[config.mk]
export PLATFORM = sky130hd
export DESIGN_NAME = load_store_unit
export DESIGN_NICKNAME = d
export VERILOG_FILES = /design/src/rtl/load_store_unit.sv
export SDC_FILE = /design/constraint.sdc
export NUM_CORES = 1
export LEC_CHECK = 0
export ABC_AREA = 1
export BUFFER_PORTS_ARGS = -buffer_cell sky130_fd_sc_hd__buf_2
export CAP_MARGIN = 20
export CORE_MARGIN = 3
export CORE_UTILIZATION = 40
export DETAILED_ROUTE_END_ITERATION = 10
export PLACE_DENSITY = 0.73
export SLEW_MARGIN = 20
export SYNTH_ARGS = -nofsm -noshare
export SYNTH_HDL_FRONTEND = slang
export SYNTH_SLANG_ARGS = --single-unit
[constraint.sdc]
create_clock -name i_clk -period 1.9 [get_ports i_clk]
set_input_delay 0 -clock i_clk [delete_from_list [all_inputs] [get_ports i_clk]]
set_output_delay 0 -clock i_clk [all_outputs]
set_load 0.05 [all_outputs]
[src/rtl/load_store_unit.sv]
// load_store_unit: single-outstanding RV32 load/store unit, IDLE/BUSY/DONE handshake to a word-addressed data memory.
// Optional feature macro MISALIGN_TRAP_EN: misaligned accesses complete at once with o_misaligned=1 instead of being forced aligned.
module load_store_unit (
  input  logic        i_clk,
  input  logic        i_rst,
  input  logic        i_valid,
  output logic        o_ready,
  input  logic [31:0] i_addr,
  input  logic [31:0] i_wdata,
  input  logic        i_we,
  input  logic [2:0]  i_funct3,
  input  logic [4:0]  i_rd,
  output logic [31:0] o_dmem_addr,
  output logic        o_dmem_ren,
  output logic        o_dmem_wen,
  output logic [31:0] o_dmem_wdata,
  output logic [3:0]  o_dmem_mask,
  input  logic        i_dmem_ack,
  input  logic [31:0] i_dmem_rdata,
  output logic        o_done,
  output logic [31:0] o_rdata,
  output logic [4:0]  o_rd,
  output logic        o_misaligned
);

  typedef enum logic [1:0] {IDLE = 2'd0, BUSY = 2'd1, DONE = 2'd2} state_t;
  typedef enum logic [1:0] {SZ_BYTE = 2'd0, SZ_HALF = 2'd1, SZ_WORD = 2'd2} size_t;

  state_t      state;
  state_t      state_next;
  size_t       req_size;
  size_t       size_q;
  logic [1:0]  req_offset;
  logic [1:0]  offset_q;
  logic [3:0]  req_mask;
  logic [31:0] req_wdata;
  logic        req_trap;
  logic        accept;
  logic        we_q;
  logic        unsigned_q;
  logic [7:0]  load_byte;
  logic [15:0] load_half;
  logic [31:0] load_data;

  assign o_ready    = (state == IDLE);
  assign o_done     = (state == DONE);
  assign accept     = i_valid & o_ready;
  assign o_dmem_ren = (state == BUSY) & ~we_q;
  assign o_dmem_wen = (state == BUSY) & we_q;

  // Request decode: size, effective lane offset (offending bits cleared), byte enables, replicated store data.
  always_comb begin
    // NOTE: every variable gets a default before the case so no path leaves it unassigned (no latch).
    req_size   = SZ_WORD;
    req_offset = 2'b00;
    req_mask   = 4'b1111;
    req_wdata  = i_wdata;
    case (i_funct3[1:0])
      2'b00:   req_size = SZ_BYTE;
      2'b01:   req_size = SZ_HALF;
      default: req_size = SZ_WORD;
    endcase
    case (req_size)
      SZ_BYTE: begin
        req_offset = i_addr[1:0];
        req_mask   = 4'b0001 << i_addr[1:0];
        req_wdata  = {4{i_wdata[7:0]}};
      end
      SZ_HALF: begin
        req_offset = {i_addr[1], 1'b0};
        req_mask   = i_addr[1] ? 4'b1100 : 4'b0011;
        req_wdata  = {2{i_wdata[15:0]}};
      end
      default: begin
        req_offset = 2'b00;
        req_mask   = 4'b1111;
        req_wdata  = i_wdata;
      end
    endcase
  end

`ifdef MISALIGN_TRAP_EN
  logic misaligned_q;

  assign req_trap = ((req_size == SZ_HALF) & i_addr[0]) |
                    ((req_size == SZ_WORD) & (i_addr[1:0] != 2'b00));
  assign o_misaligned = misaligned_q;

  always_ff @(posedge i_clk) begin
    if (i_rst) begin
      misaligned_q <= 1'b0;
    end else if (accept) begin
      misaligned_q <= req_trap;
    end
  end
`else
  assign req_trap     = 1'b0;
  assign o_misaligned = 1'b0;
`endif

  always_ff @(posedge i_clk) begin
    // NOTE: non-blocking assignments for all clocked state so every flop samples pre-edge values.
    if (i_rst) begin
      state <= IDLE;
    end else begin
      state <= state_next;
    end
  end

  always_comb begin
    state_next = state;
    case (state)
      IDLE:    if (accept) state_next = req_trap ? DONE : BUSY;
      BUSY:    if (i_dmem_ack) state_next = DONE;
      DONE:    state_next = IDLE;
      default: state_next = IDLE;
    endcase
  end

  // Lane extraction and sign/zero extension of the returned word.
  always_comb begin
    load_byte = i_dmem_rdata[{offset_q, 3'b000} +: 8];
    load_half = offset_q[1] ? i_dmem_rdata[31:16] : i_dmem_rdata[15:0];
    case (size_q)
      SZ_BYTE: load_data = {{24{~unsigned_q & load_byte[7]}}, load_byte};
      SZ_HALF: load_data = {{16{~unsigned_q & load_half[15]}}, load_half};
      default: load_data = i_dmem_rdata;
    endcase
  end

  always_ff @(posedge i_clk) begin
    if (i_rst) begin
      o_dmem_addr  <= 32'h0;
      o_dmem_wdata <= 32'h0;
      o_dmem_mask  <= 4'h0;
      o_rdata      <= 32'h0;
      o_rd         <= 5'h0;
      we_q         <= 1'b0;
      size_q       <= SZ_BYTE;
      offset_q     <= 2'b00;
      unsigned_q   <= 1'b0;
    end else begin
      if (accept) begin
        o_dmem_addr  <= {i_addr[31:2], 2'b00};
        o_dmem_wdata <= req_wdata;
        o_dmem_mask  <= req_mask;
        o_rdata      <= 32'h0;
        o_rd         <= i_rd;
        we_q         <= i_we;
        size_q       <= req_size;
        offset_q     <= req_offset;
        unsigned_q   <= i_funct3[2];
      end
      if ((state == BUSY) && i_dmem_ack) begin
        o_rdata <= we_q ? 32'h0 : load_data;
      end
    end
  end

endmodule

# Word-level counts from Yosys, hierarchy flattened
# Cells that the tools add are included.
# Widths: inputs -> output; s select.
# op_classes
n_eq_ne	7
shifts	2
mux	13
n_bitwise	7
n_reduce_logical	7
# op_table
op	n
$pmux 32 s2	2
$mux 32	3
$shiftx 32x6->8	1
$mux 16	1
$pmux 2 s2	3
$eq 2x1->1 const B	4
$logic_not 2->1	4
$pmux 4 s2	1
$and 1x1->1	5
$mux 2	2
$mux 4	1
$shl 1x2->4 const A	1
$eq 2x2->1 const B	1
$ne 2x1->1 const B	1
$ne 2x2->1 const B	1
$not 1->1	2
$reduce_and 2->1	1
$reduce_bool 2->1	1
$logic_and 1x1->1	1
# totals
register_bits	111
input_bits	109
elab_cells	46

# Depth between registers and ports, before layout
# logic_depth
ltp_word	5
ltp_mapped	11
mapped_depth_nobuf	9

# Worst setup path before layout
# No wires, ideal clock.
# synth_path
kind	register to register
from	reg state[1]
to	reg o_dmem_wdata[25]
arrival_ps	1876
slack_ps	-108
path_stages_with_launch	9
path_buffers	2
synth_period_minus_slack_ps	2008
cell_sequence	dfxtp_1 > nor2_1 > nand2_1 > buf_4 > buf_4 > a21oi_1 > nand2_1 > o21ai_0 > a21oi_1
# synth_via
elab_chain_cells	2
# synth_rtl
item	line	source
from (decl)	29	state_t state;
from (signal assigned)	106	state <= state_next;
$logic_not 2->1	45	assign o_ready = (state == IDLE);
via o_ready	7	output logic o_ready,
$and 1x1->1	47	assign accept = i_valid & o_ready;
to (signal assigned)	145	o_dmem_wdata <= req_wdata;
to (decl)	16	output logic [31:0] o_dmem_wdata,
# The timed path passes the listed nets, and every way through them passes these cells.
# A chain may end at the register's enable or synchronous reset.

# Worst setup path after layout
# layout_path
from	reg state[1]
to	reg o_dmem_wdata[8]
# layout_via
elab_chain_cells	2
# layout_rtl
item	line
$logic_not 2->1	45
$and 1x1->1	47
# No other way between the ends.

==> impl_results.html <==
<table>
<tr><th>Metric</th><th>Value</th></tr>
<tr><th colspan="2">Hold path</th></tr>
<tr><td>Path category of the worst min-delay check</td><td>in2reg</td></tr>
<tr><th colspan="2">Detailed routing</th></tr>
<tr><td>Final routed wire length divided by cell count</td><td>14.8 um</td></tr>
<tr><td>Routed WL</td><td>16.6 mm</td></tr>
<tr><td>Number of detailed-route iterations in the first pass</td><td>5</td></tr>
<tr><td>Via count</td><td>5530</td></tr>
<tr><td>ANT nets after route</td><td>0</td></tr>
<tr><td>Post-detailed-route via-to-cell ratio</td><td>4.94</td></tr>
<tr><td>Starting DRC count in detailed routing</td><td>348</td></tr>
<tr><td>Drt drc</td><td>0</td></tr>
<tr><th colspan="2">STA</th></tr>
<tr><td>Highest achievable clock rate</td><td>598 MHz</td></tr>
<tr><td>Clock Skew</td><td>0.0112 ns</td></tr>
<tr><td>Setup repair after global routing missed its margin</td><td>false</td></tr>
<tr><td>Headroom to the max-slew limit</td><td>47.1%</td></tr>
<tr><td>Post-route clock period utilization</td><td>88.1%</td></tr>
<tr><td>Final-report hold violation count</td><td>0</td></tr>
<tr><td>Setup Viol. Count Final</td><td>0</td></tr>
<tr><td>Minimum period implied by the final worst setup slack</td><td>1.67 ns</td></tr>
<tr><td>Max-slew violation count</td><td>0</td></tr>
<tr><td>Post-Route Setup TNS</td><td>0 ns</td></tr>
<tr><td>Worst Tran Pin Value</td><td>0.794 ns</td></tr>
<tr><th colspan="2">Logic synthesis</th></tr>
<tr><td>Seq/Total Area, Yosys</td><td>45.5%</td></tr>
<tr><td>Share of synthesized flip-flops with an asynchronous set or reset</td><td>0%</td></tr>
<tr><td>Synth top area share</td><td>45.5%</td></tr>
<tr><td>Synthesis-stage register bit count</td><td>111</td></tr>
<tr><td>Distinct cell type count after synthesis</td><td>29</td></tr>
<tr><td>Post-synthesis instance area</td><td>0.00489 sq mm</td></tr>
<tr><td>Number of cells produced by synthesis</td><td>701</td></tr>
<tr><td>Post-Syn Area per Cell</td><td>6.97 sq um</td></tr>
<tr><td>Most numerous cell in the Yosys netlist</td><td>nand2_1</td></tr>
<tr><td>Top cells by instance count after synthesis</td><td>nand2_1 (173), nor2_1 (119), dfxtp_1 (111)</td></tr>
<tr><td>Prevailing post-synth register cell</td><td>dfxtp_1</td></tr>
<tr><td>Number of synthesized flops with an enable pin</td><td>0</td></tr>
<tr><td>Biggest area contributors in the synthesized netlist</td><td>dfxtp_1 (45%), nand2_1 (13%), nor2_1 (9.1%), a21oi_1 (8.1%), o21ai_0 (6.3%)</td></tr>
<tr><td>Synthesis Warnings</td><td>0</td></tr>
<tr><td>Largest area contributor in the synthesized netlist</td><td>dfxtp_1</td></tr>
<tr><th colspan="2">Setup path</th></tr>
<tr><td>Sum of buffers and inverters on the critical path</td><td>2</td></tr>
<tr><td>Cells traversed along the worst timing path</td><td>nor2_2 &gt; nand2_4 &gt; inv_6 &gt; o21ai_0 &gt; a21oi_1 &gt; dlygate4sd3_1</td></tr>
<tr><td>Critical Path AT</td><td>1.98 ns</td></tr>
<tr><td>CP Data Required Time</td><td>2.20 ns</td></tr>
<tr><td>Type of the setup path with the least slack</td><td>reg2reg</td></tr>
<tr><td>Delay of the slowest cell on the worst path</td><td>0.55 ns</td></tr>
<tr><td>Crit-path slowest cell</td><td>dlygate4sd3_1</td></tr>
<tr><td>Worst Path Max Fanout</td><td>20</td></tr>
<tr><td>Cell family with most CP delay</td><td>buffers and inverters</td></tr>
<tr><td>Kind of end point of the critical path</td><td>flop</td></tr>
<tr><td>Worst R2R Setup Slack</td><td>0.23 ns</td></tr>
<tr><td>Launching element type of the critical path</td><td>flop</td></tr>
<tr><th colspan="2">Power</th></tr>
<tr><td>Final Total Pwr</td><td>6.13 mW</td></tr>
<tr><td>Pwr Density</td><td>865 mW/mm^2</td></tr>
<tr><td>Leakage Power</td><td>3.44 nW</td></tr>
<tr><td>Peak VDD IR</td><td>670 uV</td></tr>
<tr><th colspan="2">Floorplanning</th></tr>
<tr><td>Die extent in y</td><td>117 um</td></tr>
<tr><td>Top Ports</td><td>219</td></tr>
<tr><td>FP Rows</td><td>39</td></tr>
<tr><td>Die width</td><td>117 um</td></tr>
<tr><td>Area of the core</td><td>0.0117 sq mm</td></tr>
<tr><td>Die Area</td><td>0.0136 sq mm</td></tr>
<tr><td>Initial core utilization</td><td>41.9%</td></tr>
<tr><th colspan="2">GRT</th></tr>
<tr><td>Wire length of the first global-routing pass</td><td>26.0 mm</td></tr>
<tr><td>Initial antenna violation count</td><td>0</td></tr>
<tr><td>Maximum number of pins on one net before global-route repair</td><td>65</td></tr>
<tr><td>Global router's overall resource usage</td><td>24.3%</td></tr>
<tr><td>Number of global-route vias before repair</td><td>5388</td></tr>
<tr><td>Total congestion overflow after global routing</td><td>0</td></tr>
<tr><th colspan="2">Clock tree</th></tr>
<tr><td>Clock transition at the registers of the reported paths</td><td>0.08 ns</td></tr>
<tr><td>TritonCTS Buffers</td><td>9</td></tr>
<tr><td>Cell at the root of the clock tree</td><td>clkbuf_16</td></tr>
<tr><td>Clock buffer depth</td><td>2</td></tr>
<tr><td>TritonCTS clock tree</td><td>yes</td></tr>
<tr><td>H-tree depth</td><td>3</td></tr>
<tr><td>Clock latency reported for the late side of the worst-skew pair</td><td>0.35 ns</td></tr>
<tr><td>Sink count of the clock tree</td><td>111</td></tr>
<tr><th colspan="2">Final layout</th></tr>
<tr><td>Layout cell share with drive strength beyond 1</td><td>29.3%</td></tr>
<tr><td>Antenna Diode Count</td><td>0</td></tr>
<tr><td>Post-synthesis to final-layout area growth</td><td>45.1%</td></tr>
<tr><td>Number of nets in the final layout</td><td>1080</td></tr>
<tr><td># fillers</td><td>1084</td></tr>
<tr><td>Total non-filler cell area in the finished layout</td><td>0.00709 sq mm</td></tr>
<tr><td>Non-filler instance count after layout</td><td>1119</td></tr>
<tr><th colspan="2">Place</th></tr>
<tr><td>Buffers added on ports</td><td>215</td></tr>
<tr><td>Placer congestion estimate</td><td>0.893</td></tr>
<tr><td>Cells after DPL</td><td>1029</td></tr>
<tr><td>Total cell area at the placement stage</td><td>0.00605 sq mm</td></tr>
<tr><td>Post-detailed-placement half-perimeter wirelength</td><td>11.0 mm</td></tr>
<tr><th colspan="2">Job</th></tr>
<tr><td>Max-cap violations</td><td>0</td></tr>
<tr><th colspan="2">Status</th></tr>
<tr><td>Run status</td><td>completed</td></tr>
</table>
-- cell usage in the layout (no fill, tap or decap), types with 5 or more instances in the layout --
master	Yosys	routed
buf_2	8	215
nand2_1	173	172
nor2_1	119	118
dfxtp_1	111	111
a21oi_1	79	79
dlygate4sd3_1	0	74
o21ai_0	62	62
inv_1	32	32
nand3_1	24	24
nand2_2	13	13
a21oi_2	11	11
buf_4	5	11
clkbuf_16	0	9
o22ai_1	8	8
inv_2	7	6
clkinv_4	1	5
-- worst register-to-register path, cell delays in order (launching register included) --
cell and delay [ns]:
dfxtp_1 0.33, nor2_2 0.16, nand2_4 0.17, inv_6 0.19, o21ai_0 0.10, a21oi_1 0.13, dlygate4sd3_1 0.55
-- what timing repair did --
action / CTS / global route
endpoints found under the hold margin: 75 / 0
hold buffers: 74 / 0
buffers inserted: 0 / 0
setup endpoints to repair: 0 / 1
resized for setup: 0 / 4
-- stage by stage --
step	util (%)	setup slack, ns	hold slack, ns
after floorplan	-	0.135	0.143
after global placement	51.9	0.290	0.250
after detailed placement	51.9	0.266	0.257
after CTS	60.7	0.0176	0.00514
after global routing	60.8	0.0556	0.0293
final	60.8	0.227	0.0244
-- state kept, by name (all words and copies together), names as in the netlist --
| signal | cells |
|---|---|
| state | 2 |
| o_rd | 5 |
| size_q | 2 |
| o_dmem_addr | 30 |
| o_dmem_wdata | 32 |
| we_q | 1 |
| offset_q | 2 |
| unsigned_q | 1 |
| o_rdata | 32 |
| o_dmem_mask | 4 |
-- area by class of cell --
| cell class | instances | area, sq um | area share (%) |
|---|---|---|---|
| clock buffer | 10 | 239 | 3.37 |
| clock inverter | 6 | 52.6 | 0.741 |
| inverter | 41 | 164 | 2.31 |
| multi-input combinational | 506 | 2300 | 32.4 |
| sequential | 111 | 2220 | 31.3 |
| tap | 143 | 179 | 2.52 |
| timing repair buffer | 302 | 1940 | 27.3 |
-- path summary, 6_finish.rpt --
path	from	end	cells past startpoint
worst min-delay path	i_dmem_rdata[9]	o_rdata[9]$_SDFFE_PP0P_	5
worst max register to register	state[1]$_SDFFE_PP0P_	o_dmem_wdata[8]$_SDFFE_PP0P_	6
worst max-delay path	state[1]$_SDFFE_PP0P_	o_dmem_wdata[8]$_SDFFE_PP0P_	6
worst min register to register	o_rdata[18]$_SDFFE_PP0P_	o_rdata[18]$_SDFFE_PP0P_	2
-- power breakdown --
group,switching (mW),internal (mW),total [mW]
Clock,0.912,0.946,1.86
Sequential,0.0790,2.49,2.57
Combinational,1.20,0.508,1.71
Total,2.19,3.94,6.13
-- layer usage --
layer  vias up  GRT usage [%]  wire [um]
li1       2776              -          -
met2       204           43.0       8290
met5         -              0          0
met3        40           6.74       1100
met1      2510           27.6       6690
met4         0           9.71        490
-- cell families (layout without fill, tap and decap cells) --
| family | after synthesis | count (layout) | synth area share (%) |
|---|---|---|---|
| and+or+nand+nor | 338 | 338 | 28.5 |
| AOI/OAI and AO/OA | 165 | 165 | 18.0 |
| DFF | 111 | 111 | 45.5 |
| buffers and inverters | 86 | 359 | 7.93 |
| other | 1 | 3 | 0.0767 |
No activity file was read; power rests on OpenSTA's default activity.
